===== src/rtl/fetch_pkg.sv =====
`default_nettype none
// ============================================================================
// Module      : fetch_pkg
// Description : Shared types and constants for the instruction fetch queue.
// Revision    : 1.0
// ============================================================================
package fetch_pkg;

    typedef enum logic [1:0] {
        ST_IDLE         = 2'd0,
        ST_WAIT         = 2'd1,
        ST_WAIT_DISCARD = 2'd2
    } fetch_state_t;

    localparam logic [31:0] INST_NOP         = 32'hffff_ffff;
    localparam logic [31:0] DEFAULT_RESET_PC = 32'h0000_0000;

endpackage
`default_nettype wire


===== src/rtl/fetch_fifo.sv =====
`default_nettype none
// ============================================================================
// Module      : fetch_fifo
// Description : Synchronous FIFO of {pc, inst} pairs; clear beats push/pop.
// Revision    : 1.0
// ============================================================================
module fetch_fifo
    import fetch_pkg::*;
#(
    parameter int DEPTH = 4
) (
    input  logic                   clk,
    input  logic                   rst,
    input  logic                   i_push,
    input  logic                   i_pop,
    input  logic                   i_clear,
    input  logic [63:0]            i_data,
    output logic [$clog2(DEPTH):0] o_count,
    output logic [63:0]            o_head
);

    localparam int AW = $clog2(DEPTH);
    localparam int CW = AW + 1;
    localparam logic [CW-1:0] C_DEPTH = CW'(DEPTH);

    logic [63:0]   r_mem [DEPTH];
    logic [AW-1:0] r_rd_ptr;
    logic [AW-1:0] r_wr_ptr;
    logic [CW-1:0] r_count;

    logic w_push;
    logic w_pop;

    assign w_push = i_push && !i_clear;
    assign w_pop  = i_pop && !i_clear && (r_count != '0);

    always_ff @(posedge clk) begin
        if (rst || i_clear) begin
            r_rd_ptr <= '0;
            r_wr_ptr <= '0;
            r_count  <= '0;
        end else begin
            if (w_push) begin
                r_wr_ptr <= r_wr_ptr + 1'b1;
            end
            if (w_pop) begin
                r_rd_ptr <= r_rd_ptr + 1'b1;
            end
            case ({w_push, w_pop})
                2'b10:   r_count <= r_count + 1'b1;
                2'b01:   r_count <= r_count - 1'b1;
                default: r_count <= r_count;
            endcase
        end
    end

    // Storage needs no reset: an empty FIFO presents the NOP pattern instead.
    always_ff @(posedge clk) begin
        if (!rst && w_push) begin
            r_mem[r_wr_ptr] <= i_data;
        end
    end

    always_ff @(posedge clk) begin
        if (!rst && w_push && !i_pop) begin
            assert (r_count != C_DEPTH);
        end
    end

    assign o_count = r_count;
    assign o_head  = (r_count == '0) ? {INST_NOP, INST_NOP} : r_mem[r_rd_ptr];

endmodule
`default_nettype wire


===== src/rtl/inst_fetch_queue.sv =====
`default_nettype none
// ============================================================================
// Module      : inst_fetch_queue
// Description : Sequential fetch with single outstanding request, jump flush
//               and a decode-side FIFO of {pc, inst}.
// Revision    : 1.0
// ============================================================================
module inst_fetch_queue
    import fetch_pkg::*;
#(
    parameter logic [31:0] RESET_PC = DEFAULT_RESET_PC,
    parameter int          DEPTH    = 4
) (
    input  logic        clk,
    input  logic        reset,
    output logic        inst_start,
    input  logic        inst_ready,
    output logic [31:0] i_addr,
    input  logic [31:0] inst,
    input  logic        inst_valid,
    input  logic        jump_valid,
    input  logic [31:0] jump_addr,
    input  logic        halt,
    output logic        id_valid,
    input  logic        id_ready,
    output logic [31:0] id_pc,
    output logic [31:0] id_inst
);

    localparam int CW = $clog2(DEPTH) + 1;
    localparam logic [CW-1:0] C_DEPTH = CW'(DEPTH);

    fetch_state_t  r_state;
    logic [31:0]   r_fetch_pc;
    logic [31:0]   r_req_pc;

    logic [CW-1:0] w_count;
    logic [63:0]   w_head;
    logic          w_accept;
    logic          w_push;
    logic          w_pop;

    assign inst_start = !reset && (r_state == ST_IDLE) && inst_ready && !halt
                        && !jump_valid && (w_count < C_DEPTH);
    assign w_accept   = inst_start && inst_ready;

    // A response coinciding with a jump belongs to the old stream: drop it.
    assign w_push     = (r_state == ST_WAIT) && inst_valid && !jump_valid;
    assign id_valid   = (w_count != '0) && !jump_valid;
    assign w_pop      = id_valid && id_ready;

    assign i_addr     = r_fetch_pc;
    assign id_pc      = w_head[63:32];
    assign id_inst    = w_head[31:0];

    always_ff @(posedge clk) begin
        if (reset) begin
            r_state    <= ST_IDLE;
            r_fetch_pc <= RESET_PC;
            r_req_pc   <= RESET_PC;
        end else begin
            if (jump_valid) begin
                r_fetch_pc <= jump_addr;
            end else if (w_accept) begin
                r_fetch_pc <= r_fetch_pc + 32'd4;
            end
            if (w_accept) begin
                r_req_pc <= r_fetch_pc;
            end
            case (r_state)
                ST_IDLE: begin
                    if (w_accept) begin
                        r_state <= ST_WAIT;
                    end
                end
                ST_WAIT: begin
                    if (inst_valid) begin
                        r_state <= ST_IDLE;
                    end else if (jump_valid) begin
                        r_state <= ST_WAIT_DISCARD;
                    end
                end
                ST_WAIT_DISCARD: begin
                    if (inst_valid) begin
                        r_state <= ST_IDLE;
                    end
                end
                default: r_state <= ST_IDLE;
            endcase
        end
    end

    fetch_fifo #(
        .DEPTH (DEPTH)
    ) u_fifo (
        .clk     (clk),
        .rst     (reset),
        .i_push  (w_push),
        .i_pop   (w_pop),
        .i_clear (jump_valid),
        .i_data  ({r_req_pc, inst}),
        .o_count (w_count),
        .o_head  (w_head)
    );

endmodule
`default_nettype wire


===== config.mk =====
export PLATFORM = sky130hd
export DESIGN_NAME = inst_fetch_queue
export DESIGN_NICKNAME = d
export VERILOG_FILES = /design/src/rtl/fetch_pkg.sv /design/src/rtl/fetch_fifo.sv /design/src/rtl/inst_fetch_queue.sv
export SDC_FILE = /design/constraint.sdc
export NUM_CORES = 1
export LEC_CHECK = 0
export BUFFER_PORTS_ARGS = -buffer_cell sky130_fd_sc_hd__buf_2
export CELL_PAD_IN_SITES_DETAIL_PLACEMENT = 1
export CELL_PAD_IN_SITES_GLOBAL_PLACEMENT = 1
export CORE_ASPECT_RATIO = 1.5
export CORE_MARGIN = 4
export CORE_UTILIZATION = 45
export DETAILED_ROUTE_END_ITERATION = 8
export GPL_TIMING_DRIVEN = 0
export PLACE_DENSITY = 0.83
export SLEW_MARGIN = 20
export SYNTH_ARGS = -nofsm -noshare
export SYNTH_HDL_FRONTEND = slang
export SYNTH_HIERARCHICAL = 1
export SYNTH_SLANG_ARGS = --single-unit

===== constraint.sdc =====
create_clock -name clk -period 10.5 [get_ports clk]
set_input_delay 0.525 -clock clk [delete_from_list [all_inputs] [get_ports clk]]
set_output_delay 0.525 -clock clk [all_outputs]
set_load 0.01 [all_outputs]

==> metrics.md, run 1 <==
| Metric | Value |
|---|---|
| Worst Path Max Fanout | `10` |
| Via count | `roughly 8100` |
| Critical path's top delay family | `buffers and inverters` |
| Initial Util | `between 40 and 50%` |
| Max-cap violations | `0` |
| Die width | `148 um` |
| Cell count after synthesis | `851` |
| Nets | `approximately 1100` |
| RSZ-0062 raised after global routing | `false` |
| Min Hold Slack | `0.154 ns` |
| Vias in the first global route | `8860` |
| Hold_buf cts | `0` |
| Worst skew pair latency | `0.56 ns` |
| PostCTS Resize Cnt | `0` |
| Clock skew | `0.0178 ns` |
| Largest net degree at the start of global routing | `44` |
| Cell Chain, Critical Path | `nor3b_1, nand3_1, inv_1, buf_2, buf_1, buf_1, buf_2` |
| Post CTS Setup Buffer Count | `0` |
| Fin area | `15700 sq um` |
| Vias per inst | `5.49` |
| Top FF cell, synth | `edfxtp_1` |
| Drt wl/cell | `22.1 um` |
| Synth area leader | `edfxtp_1` |
| DRT Pass-1 Iters | `4` |
| Syn Area/Cell | `15.6 sq um` |
| Post-synth EDFFs | `256` |
| Post-Route WL | `32500 um` |
| Worst path max stage delay | `0.50 ns` |
| R2R Path End | `r_req_pc[19]$_SDFFE_PP0P_` |
| Hpwl dp | `approximately 22000 um` |
| Final setup fails | `0` |
| Leakage | `between 0.005 and 0.006 uW` |
| DRC | `0` |
| List of most frequent post-synthesis cells | `256 x edfxtp_1, 81 x nand2_1, 75 x dfxtp_1` |
| Rows | `76` |
| Remaining antenna violation count | `0` |
| CP bufs+invs | `5` |
| R2R depth | `8` |
| CP Capture Type | `primary output` |
| Max-slew headroom | `41.2%` |
| CTS tree | `done` |
| Post-DP Area | `14700 sq um` |
| Antenna violations before repair | `1` |
| F_max | `264 MHz` |
| Root Buffer Master | `clkbuf_16` |
| H-tree levels | `1` |
| Data arrival, critical path | `3.26 ns` |
| Post-layout min period | `about 3.8 ns` |
| Max-slew violations | `0` |
| Endpoints failing hold | `0` |
| CP startpoint kind | `register` |
| Core Util, Final | `54.2%` |
| Count leader, synth | `edfxtp_1` |
| WHS Path Cells | `2` |
| Req. time, crit path | `9.98 ns` |
| Reg-to-Reg Start | `u_fifo/o_count[2]$_SDFFE_PP0P_` |
| Largest cells by area after synthesis | `edfxtp_1 58%, dfxtp_1 11%, mux4_2 10%, or2_1 2.8%, nand2_1 2.3%` |
| Slowest cell on crit path | `buf_1` |
| Share of cells above drive strength 1 | `29.6%` |
| Hold Crit Class | `input port to register` |
| Chip height | `around 220 um` |
| Core Footprint | `~29000 sq um` |
| Area Growth Syn to Fin | `18.3%` |
| Post-synthesis async set-or-reset flop share | `0%` |
| Outcome | `complete, no violations` |
| Num CTS Buffers | `30` |
| GRT Overall Usage | `20.2%` |
| Die ar. | `32300 sq um` |
| Tcrit/Tclk final | `36.0%` |
| Flops & latches, synth | `roughly 330` |
| Wire length of the first global-routing pass | `a little over 50000 um` |
| Top Ports | `between 150 and 200` |
| Setup TNS | `0 ns` |
| Synth cell types | `57` |
| Sequential area share after synthesis | `69.4%` |
| Syn Std Cell Area | `around 13000 sq um` |
| Synth Warn # | `6` |
| Clock buffer depth | `3` |
| Area fraction of the dominant cell type after synthesis | `just under 60%` |
| Reg2reg setup slack | `7.63 ns` |
| Hold Path End | `r_state[1]$_SDFFE_PP0P_` |
| CTS clk-pin slew, worst paths | `0.08 ns` |
| Hold_sp | `inst_valid` |
| WS Path Type | `register to primary output` |
| Final Wtd Congestion | `0.851` |
| CTS Sinks | `between 300 and 400` |
| Number of port buffers | `168` |
| Total grt overflow | `0` |
| Starting DRT DRC Count | `between 400 and 500` |
| Worst-margin pin slew | `roughly 0.9 ns` |
| PD cells | `164 nW/um^2` |
| VDD IR max | `~0.00011 V` |
| Syn nets | `929` |
-- kinds of logic (layout without fill, tap and decap cells) --
| logic type | Yosys count | count (layout) | synth area share [%] |
|---|---|---|---|
| multiplexers | 72 | 72 | 11.6 |
| flip-flops | 331 | 331 | 69.4 |
| AND/OR/NAND/NOR | 279 | 279 | 11.1 |
| other | 0 | 1 | 0 |
| buffers and inverters | 65 | 293 | 2.47 |
| adder cells (fa/ha/maj) | 7 | 7 | 0.718 |
| AO/OA/AOI/OAI | 88 | 88 | 4.12 |
| XOR/XNOR | 9 | 9 | 0.596 |
-- worst max-delay path by stage --
stage                                               from                            to  slack (ns)  cells after the start
after floorplan                               jump_valid  u_fifo/r_mem[3][0]$_DFFE_PP_        6.79                      4
after global placement                        jump_valid  u_fifo/r_mem[1][7]$_DFFE_PP_        4.97                      5
after detailed placement                      jump_valid  u_fifo/r_mem[1][3]$_DFFE_PP_        6.70                      6
after CTS                 u_fifo/o_count[2]$_SDFFE_PP0P_                    inst_start        6.74                      7
after global routing      u_fifo/o_count[2]$_SDFFE_PP0P_                    inst_start        6.56                      7
final                     u_fifo/o_count[2]$_SDFFE_PP0P_                    inst_start        6.72                      7
-- where the power goes --
part | total (uW) | switching (uW) | internal, uW
registers | 1430 | 15.6 | 1410
logic | 72.4 | 44.4 | 28.0
clock network | 1060 | 474 | 590
total | 2560 | 534 | 2030
-- placed cells by master, fill, tap and decap left out, types with 14 or more instances in the layout --
cell,instances
clkbuf_16,31
buf_2,176
mux4_2,61
clkbuf_1,31
dfxtp_1,75
edfxtp_1,256
nand3_1,35
nor2_1,28
a21oi_1,32
or2_1,60
o21ai_0,14
nand2_1,81
-- per-stage QoR --
step,instances,setup slack [ns],power [uW]
2_1_floorplan,851,6.79,1480
6_report,1470,6.72,2560
4_1_cts,1469,6.74,2590
3_3_place_gp,1409,4.97,1520
5_1_grt,1470,6.56,2650
3_5_place_dp,1413,6.70,1530
-- per-layer routing --
metal	vias to the layer above	part of all wire [%]	GRT usage, %
li1	3669	-	-
met1	4119	39	24.7
met2	226	53	36.4
met3	51	4.6	2.49
met4	0	3.4	8.17
met5	-	0	0
-- area by class of cell --
class | count | area [sq um]
Fill cell | 2894 | 13300
Sequential cell | 331 | 9190
Multi-Input combinational cell | 455 | 3750
Timing Repair Buffer | 172 | 951
Clock buffer | 36 | 795
Tap cell | 390 | 488
Buffer | 52 | 278
Clock inverter | 20 | 158
Inverter | 13 | 48.8
Antenna cell | 1 | 2.50
-- registers in the layout, indices dropped and copies added, names as in the netlist, named ones only --
register         count
i_addr              32
r_req_pc            32
r_state              2
u_fifo/o_count       3
u_fifo/r_mem       256
u_fifo/r_rd_ptr      2
u_fifo/r_wr_ptr      2
(Power assumes the default switching activity.)
==> run 2: changes to the inputs <==
--- a/config.mk
+++ b/config.mk
@@ -10,10 +10,10 @@
 export CELL_PAD_IN_SITES_GLOBAL_PLACEMENT = 1
 export CORE_ASPECT_RATIO = 1.5
 export CORE_MARGIN = 4
-export CORE_UTILIZATION = 45
+export CORE_UTILIZATION = 44
 export DETAILED_ROUTE_END_ITERATION = 8
 export GPL_TIMING_DRIVEN = 0
-export PLACE_DENSITY = 0.83
+export PLACE_DENSITY = 0.84
 export SLEW_MARGIN = 20
 export SYNTH_ARGS = -nofsm -noshare
 export SYNTH_HDL_FRONTEND = slang
==> constraint.sdc (replaced) <==
create_clock -name clk -period 3.39 [get_ports clk]
set_input_delay 0.1695 -clock clk [delete_from_list [all_inputs] [get_ports clk]]
set_output_delay 0.1695 -clock clk [all_outputs]
set_load 0.01 [all_outputs]
==> run 2 against run 1 <==
Power rose to 3.2 times the previous value. Clock skew down 0.0079 ns. Sequential power rose to 3.1 times the previous value. Utilization up 1.1 points. Clock power rose to 3.3 times the previous value. Non-clock buffer count up 61. Combinational power rose to 4.0 times the previous value. Register-to-register slack worse by 7.0 ns. Clock-buffer cell count down 3. Flip-flop and latch count unchanged. Largest power group unchanged. Highest routed layer unchanged.
==> metrics.md, run 2 (synthesis gave the netlist of run 1 again) <==
| Metric | Value |
|---|---|
| Die width | `150 um (+1.1%)` |
| Remaining antenna violation count | `0 (unchanged)` |
| Multi-input logic area | `3750 sq um (unchanged)` |
| Hold_sp | `jump_addr[26]` |
| DRT Pass-1 Iters | `5 (+1)` |
| Outcome | `complete, no violations` |
| Total grt overflow | `0 (unchanged)` |
| Largest register FFs | `256 (unchanged)` |
| Worst skew pair latency | `0.56 ns (about the same)` |
| DRC | `0 (unchanged)` |
| Endpoints failing hold | `0 (unchanged)` |
| Num CTS Buffers | `30 (unchanged)` |
| Rows | `77 (+1.3%)` |
| Min Hold Slack | `0.0357 ns (-0.118 ns)` |
| Commonest non-fill, non-tap cell in the layout | `edfxtp_1` |
| Hold Crit Class | `input port to register` |
| Number of port buffers | `168 (unchanged)` |
| Leakage | `0.00549 uW (+5.4%)` |
| Die ar. | `33000 sq um (+2.2%)` |
| Data arrival, critical path | `2.78 ns (-0.48 ns)` |
| CTS tree | `done` |
| Worst Path Max Fanout | `10 (unchanged)` |
| Fillers | `2858 (-1.2%)` |
| Hold Path End | `i_addr[26]$_SDFFE_PP0P_` |
| Reg2reg setup slack | `0.64 ns (-6.99 ns)` |
| Placed Cells | `1418 (+0.35%)` |
| Final setup fails | `0 (unchanged)` |
| CP startpoint kind | `register` |
| CP Capture Type | `primary output` |
| Worst-margin pin slew | `0.884 ns (+0.00236 ns)` |
| Core Footprint | `29600 sq um (+2.3%)` |
| Final Non-Filler Cells | `1535 (+4.4%)` |
| Cell Chain, Critical Path | `nor3_1, clkbuf_1, clkbuf_1, or2_1, buf_2` |
| CTS clk-pin slew, worst paths | `0.07 ns (about the same)` |
| CTS Sinks | `331 (unchanged)` |
| WS Path Type | `register to primary output` |
| # diodes | `0 (-1)` |
| Req. time, crit path | `3.22 ns (-6.76 ns)` |
| Post-layout min period | `just under 3 ns` |
| Antenna violations before repair | `0 (-1)` |
| Switching share of power | `20.7% (-0.19 points)` |
| Reg-to-Reg Start | `u_fifo/o_count[2]$_SDFFE_PP0P_` |
| Final Wtd Congestion | `0.867 (+1.8%)` |
| GR Util met2 | `39.5% (+3.1 points)` |
| GR Util met1 | `24.2% (-0.48 points)` |
| Most frequent cells in the layout | `256 x edfxtp_1, 177 x buf_2, 81 x nand2_1, 75 x dfxtp_1, 62 x dlygate4sd3_1` |
| Hpwl dp | `23200 um (+4.6%)` |
| Drt wl/cell | `22.2 um (+0.55%)` |
| Share of cells above drive strength 1 | `28.4% (-1.1 points)` |
| Slowest cell on crit path | `nor3_1` |
| Critical path's top delay family | `buffers and inverters` |
| Logic pwr share | `3.5% (+0.7 points)` |
| Psw | `1690 uW (+220%)` |
| CP bufs+invs | `3 (-2)` |
| Most flops, register | `u_fifo/r_mem` |
| GRT Overall Usage | `21.0% (+0.80 points)` |
| Vias in the first global route | `9466 (+6.8%)` |
| Clock skew | `0.00987 ns (-0.00791 ns)` |
| Root Buffer Master | `clkbuf_16` |
| Register area | `9190 sq um (unchanged)` |
| Nets | `1194 (+5.4%)` |
| RSZ-0062 raised after global routing | `false` |
| Tcrit/Tclk final | `86.9%` |
| VDD IR max | `0.000402 V (+260%)` |
| Largest net degree at the start of global routing | `45 (+2.3%)` |
| Wire length of the first global-routing pass | `53600 um (+6.1%)` |
| Worst path max stage delay | `0.56 ns (+0.06 ns)` |
| Via count | `8362 (+3.7%)` |
| Chip height | `220 um (+1.1%)` |
| PD cells | `500 nW/um^2 (+210%)` |
| Max-slew headroom | `40.2% (-1.0 points)` |
| H-tree levels | `1 (unchanged)` |
| R2R depth | `7 (-1)` |
| Power share of the clock group | `42.4% (+0.9 points)` |
| Post CTS Setup Buffer Count | `0 (unchanged)` |
| WHS Path Cells | `5 (+3)` |
| Top Ports | `169 (unchanged)` |
| Starting DRT DRC Count | `424 (-1.6%)` |
| Core Util, Final | `55.2% (+1.1 points)` |
| Max-slew violations | `0 (unchanged)` |
| R2R Path End | `i_addr[6]$_SDFFE_PP0P_` |
| Post-Route WL | `34100 um (+5.0%)` |
| Initial Util | `44.7% (-1.0 points)` |
| Max-cap violations | `0 (unchanged)` |
| Most used cell, CP | `clkbuf_1` |
| Met3 Usage GRT | `2.58% (+0.087 points)` |
| F_max | `340 MHz` |
| Vias per inst | `5.45 (-0.71%)` |
| Gr busiest metal | `met2` |
| Clock buffer depth | `3 (unchanged)` |
| Flop pwr share | `54.1% (-1.6 points)` |
| Area Growth Syn to Fin | `23.4%` |
| Int Pwr | `6480 uW (+220%)` |
run 2: changes by cell type in the layout (fill, tap and decap cells not counted), sizes merged, moves of 2 or more:
cell	previous run	this run
bufinv	2	4
clkbuf	63	60
clkinvlp	2	4
dlygate4sd3	0	62
run 2: layer usage:
| metal | share of wire [%] | wire length, um |
|---|---|---|
| met5 | 0 | 0 |
| met4 | 3.7 | 1270 |
| met1 | 38 | 12900 |
| met2 | 54 | 18400 |
| met3 | 4.6 | 1560 |
run 2: worst max-delay path by stage:
stage	cells after the start	end	start	slack, ns
final	5	id_pc[0]	u_fifo/o_count[1]$_SDFFE_PP0P_	0.45
after global routing	5	id_pc[0]	u_fifo/o_count[1]$_SDFFE_PP0P_	0.17
after CTS	7	inst_start	u_fifo/o_count[2]$_SDFFE_PP0P_	0.14
after detailed placement	6	u_fifo/r_mem[3][7]$_DFFE_PP_	jump_valid	-0.34
after global placement	5	u_fifo/r_mem[1][12]$_DFFE_PP_	jump_valid	-1.91
after floorplan	4	u_fifo/r_mem[3][0]$_DFFE_PP_	jump_valid	0.03
run 2: worst reg2reg max path, cell delays in order (launching register included):
cell	delay, ns
dfxtp_1	0.38
nor3b_1	0.22
nand3_1	0.32
inv_1	0.32
buf_2	0.40
buf_1	0.62
a22oi_1	0.18
a21oi_1	0.23
run 2: area by class of cell:
| cell class | instances | area share [%] |
|---|---|---|
| Sequential cell | 331 | 56.3 |
| Multi-Input combinational cell | 455 | 22.9 |
| Timing Repair Buffer | 234 | 9.58 |
| Clock buffer | 33 | 4.80 |
| Tap cell | 395 | 3.03 |
| Buffer | 51 | 1.69 |
| Clock inverter | 23 | 1.42 |
| Inverter | 13 | 0.299 |
run 2: what timing repair did:
action / CTS / global route
hold buffers: 62 / 0
pin swaps: 0 / 0
cloned: 0 / 0
resized for setup: 1 / 0
endpoints found under the hold margin: 159 / 0
setup endpoints to repair: 1 / 1
run 2: per-stage QoR:
| stage | TNS (ns) | worst slack (ns) | power, uW | area [sq um] |
|---|---|---|---|---|
| floorplan | 0 | 0.0340 | 4590 | 13200 |
| global placement | -483.12 | -1.91 | 4720 | 14600 |
| detailed placement | -41.32 | -0.341 | 4730 | 14700 |
| CTS | 0 | 0.140 | 8260 | 16300 |
| global route | 0 | 0.174 | 8460 | 16300 |
| finish | 0 | 0.445 | 8170 | 16300 |
run 2: power by group through the flow:
stage	sequential (uW)	clock (uW)	combinational (uW)
5_1_grt	4420	3730	313
6_report	4420	3460	287
2_1_floorplan	4500	0	91.0
3_5_place_dp	4510	0	225
3_3_place_gp	4500	0	214
4_1_cts	4420	3560	283
==> run 3: changes to the inputs <==
--- a/config.mk
+++ b/config.mk
@@ -6,9 +6,10 @@
 export NUM_CORES = 1
 export LEC_CHECK = 0
 export BUFFER_PORTS_ARGS = -buffer_cell sky130_fd_sc_hd__buf_2
+export CAP_MARGIN = 40
 export CELL_PAD_IN_SITES_DETAIL_PLACEMENT = 1
 export CELL_PAD_IN_SITES_GLOBAL_PLACEMENT = 1
-export CORE_ASPECT_RATIO = 1.5
+export CORE_ASPECT_RATIO = 1.75
 export CORE_MARGIN = 4
 export CORE_UTILIZATION = 44
 export DETAILED_ROUTE_END_ITERATION = 8
==> run 3 against run 2 <==
Wire length down 0.73%. Global-route usage fell by 0.49 points. Critical path depth stayed put. Setup slack lost 0.042 ns. Sequential share of layout area decreased by 0.12 points. Highest routed layer unchanged. Combinational power about the same.
==> metrics.md, run 3 (synthesis gave the netlist of run 1 again) <==
| Metric | Value |
|---|---|
| Outcome | `complete, no violations` |
| RSZ-0062 raised after global routing | `false` |
| Multi-input logic area | `3740 sq um (-0.17%)` |
| Endpoints failing hold | `0 (unchanged)` |
| Post-layout min period | `2.99 ns (+0.0421 ns)` |
| H-tree levels | `1 (unchanged)` |
| Clock skew | `0.0234 ns (+0.0136 ns)` |
| Initial Util | `44.9% (+0.13 points)` |
| Antenna violations before repair | `0 (unchanged)` |
| Remaining antenna violation count | `0 (unchanged)` |
| Total grt overflow | `0 (unchanged)` |
| Post-Route WL | `33900 um (-0.73%)` |
| Worst-margin pin slew | `0.828 ns (-0.0558 ns)` |
| # diodes | `0 (unchanged)` |
| Most frequent cells in the layout | `256 x edfxtp_1, 178 x buf_2, 81 x nand2_1, 75 x dfxtp_1, 61 x mux4_2` |
| Starting DRT DRC Count | `527 (+24%)` |
| Nets | `1193 (-0.084%)` |
| Vias in the first global route | `9120 (-3.7%)` |
| CP startpoint kind | `register` |
| Max-cap violations | `0 (unchanged)` |
| Tot Pwr | `8370 uW (+2.5%)` |
| Top Ports | `169 (unchanged)` |
| CTS tree | `done` |
| Tcrit/Tclk final | `88.1% (+1.2 points)` |
| Via count | `8290 (-0.86%)` |
| Req. time, crit path | `3.22 ns (about the same)` |
| Hold Crit Class | `input port to register` |
| Rows | `83 (+7.8%)` |
| Largest net degree at the start of global routing | `47 (+4.4%)` |
| Max-slew violations | `0 (unchanged)` |
| Chip height | `237 um (+7.7%)` |
| Vias per inst | `5.45 (about the same)` |
| Clock buffer depth | `3 (unchanged)` |
| Worst Path Max Fanout | `10 (unchanged)` |
| PD cells | `511 nW/um^2 (+2.3%)` |
| Core Footprint | `29500 sq um (-0.28%)` |
| Root Buffer Master | `clkbuf_16` |
| Max-slew headroom | `44.3% (+4.1 points)` |
| Largest register FFs | `256 (unchanged)` |
| Share of cells above drive strength 1 | `28.5% (+0.11 points)` |
| Data arrival, critical path | `2.82 ns (+0.04 ns)` |
| WS Path Type | `register to primary output` |
| Post CTS Setup Buffer Count | `0 (unchanged)` |
| Die width | `139 um (-7.0%)` |
| Register area | `9190 sq um (unchanged)` |
| CTS Sinks | `331 (unchanged)` |
| Hold_sp | `jump_addr[26]` |
| Num CTS Buffers | `30 (unchanged)` |
| Worst skew pair latency | `0.56 ns (about the same)` |
| Final setup fails | `0 (unchanged)` |
| Die ar. | `33000 sq um (+0.16%)` |
| CTS clk-pin slew, worst paths | `0.07 ns (about the same)` |
| CP Launch Point | `u_fifo/o_count[1]$_SDFFE_PP0P_` |
| Number of port buffers | `168 (unchanged)` |
| Area Growth Syn to Fin | `23.7%` |
| Commonest non-fill, non-tap cell in the layout | `edfxtp_1` |
| Hpwl dp | `23200 um (-0.30%)` |
| Min Hold Slack | `0.0255 ns (-0.0102 ns)` |
| Final Non-Filler Cells | `1521 (-0.91%)` |
| VDD IR max | `0.000366 V (-9.0%)` |
| DRT Pass-1 Iters | `5 (unchanged)` |
| GRT Overall Usage | `20.5% (-0.49 points)` |
| F_max | `335 MHz (-1.4%)` |
| Wire length of the first global-routing pass | `52700 um (-1.7%)` |
| DRC | `0 (unchanged)` |
| Drt wl/cell | `22.3 um (+0.18%)` |
| Leakage | `0.00554 uW (+0.88%)` |
| Placed Cells | `1406 (-0.85%)` |
| Final Wtd Congestion | `0.903 (+4.2%)` |
| Fillers | `2883 (+0.87%)` |
| Most flops, register | `u_fifo/r_mem` |
| Reg-to-Reg Start | `u_fifo/o_count[2]$_SDFFE_PP0P_` |
| CP Capture Type | `primary output` |
run 3: cell count changes in the layout (fill, tap and decap cells not counted), moves of 2 or more:
cell / previous run / this run
bufinv_16: 4 / 6
clkbuf_1: 28 / 30
clkbuf_4: 0 / 3
clkinv_1: 4 / 1
clkinv_4: 3 / 1
clkinvlp_4: 4 / 0
dlygate4sd3_1: 62 / 60
run 3: final timing paths:
kind / end / slack [ns] / cells after the start
worst max-delay path: id_pc[0] / 0.40 / 5
worst min-delay path: i_addr[26]$_SDFFE_PP0P_ / 0.03 / 5
worst max register to register: i_addr[15]$_SDFFE_PP0P_ / 0.67 / 7
worst min register to register: r_req_pc[22]$_SDFFE_PP0P_ / 0.51 / 2
run 3: final cells by class:
class / count / share of cell area, %
plain buffers: 51 / 1.68
clock buffers: 39 / 5.12
clock inverters: 17 / 1.48
inverters: 13 / 0.298
multi-input cells: 455 / 22.8
flip-flops and latches: 331 / 56.1
well taps: 382 / 2.92
repair buffers: 233 / 9.51
run 3: power by group:
part / internal, uW / switching [uW] / leakage [uW]
logic: 132 / 153 / 0.00202
clock network: 2210 / 1460 / 0.000540
registers: 4370 / 47.5 / 0.00298
run 3: what timing repair did:
action                                 CTS  global route
hold buffers                            60             0
endpoints found under the hold margin  157             0
pin swaps                                0             0
setup endpoints to repair                1             1
gates resized for setup                  1             0
run 3: through the flow:
step / util (%) / worst slack (ns) / instance area [sq um] / TNS (ns)
floorplan: - / 0.0340 / 13200 / 0
global placement: 49.3 / -1.85 / 14600 / -468.85
detailed placement: 49.8 / 0.193 / 14700 / 0
CTS: 55.5 / 0.103 / 16400 / 0
global route: 55.5 / 0.170 / 16400 / 0
finish: 55.5 / 0.403 / 16400 / 0
run 3: worst max-delay path, stage by stage (launching register included):
cell      delay (ns)
dfxtp_1         0.35
nor3_1          0.58
clkbuf_1        0.57
clkbuf_1        0.42
or2_1           0.19
buf_2           0.14
run 3: routing by layer:
metal / vias to the layer above / GRT usage (%) / wire length [um]
met5: - / 0 / 0
met4: 0 / 8.28 / 1160
met3: 62 / 2.05 / 1380
met2: 244 / 39.0 / 19000
met1: 4188 / 23.5 / 12400
li1: 3796 / - / -
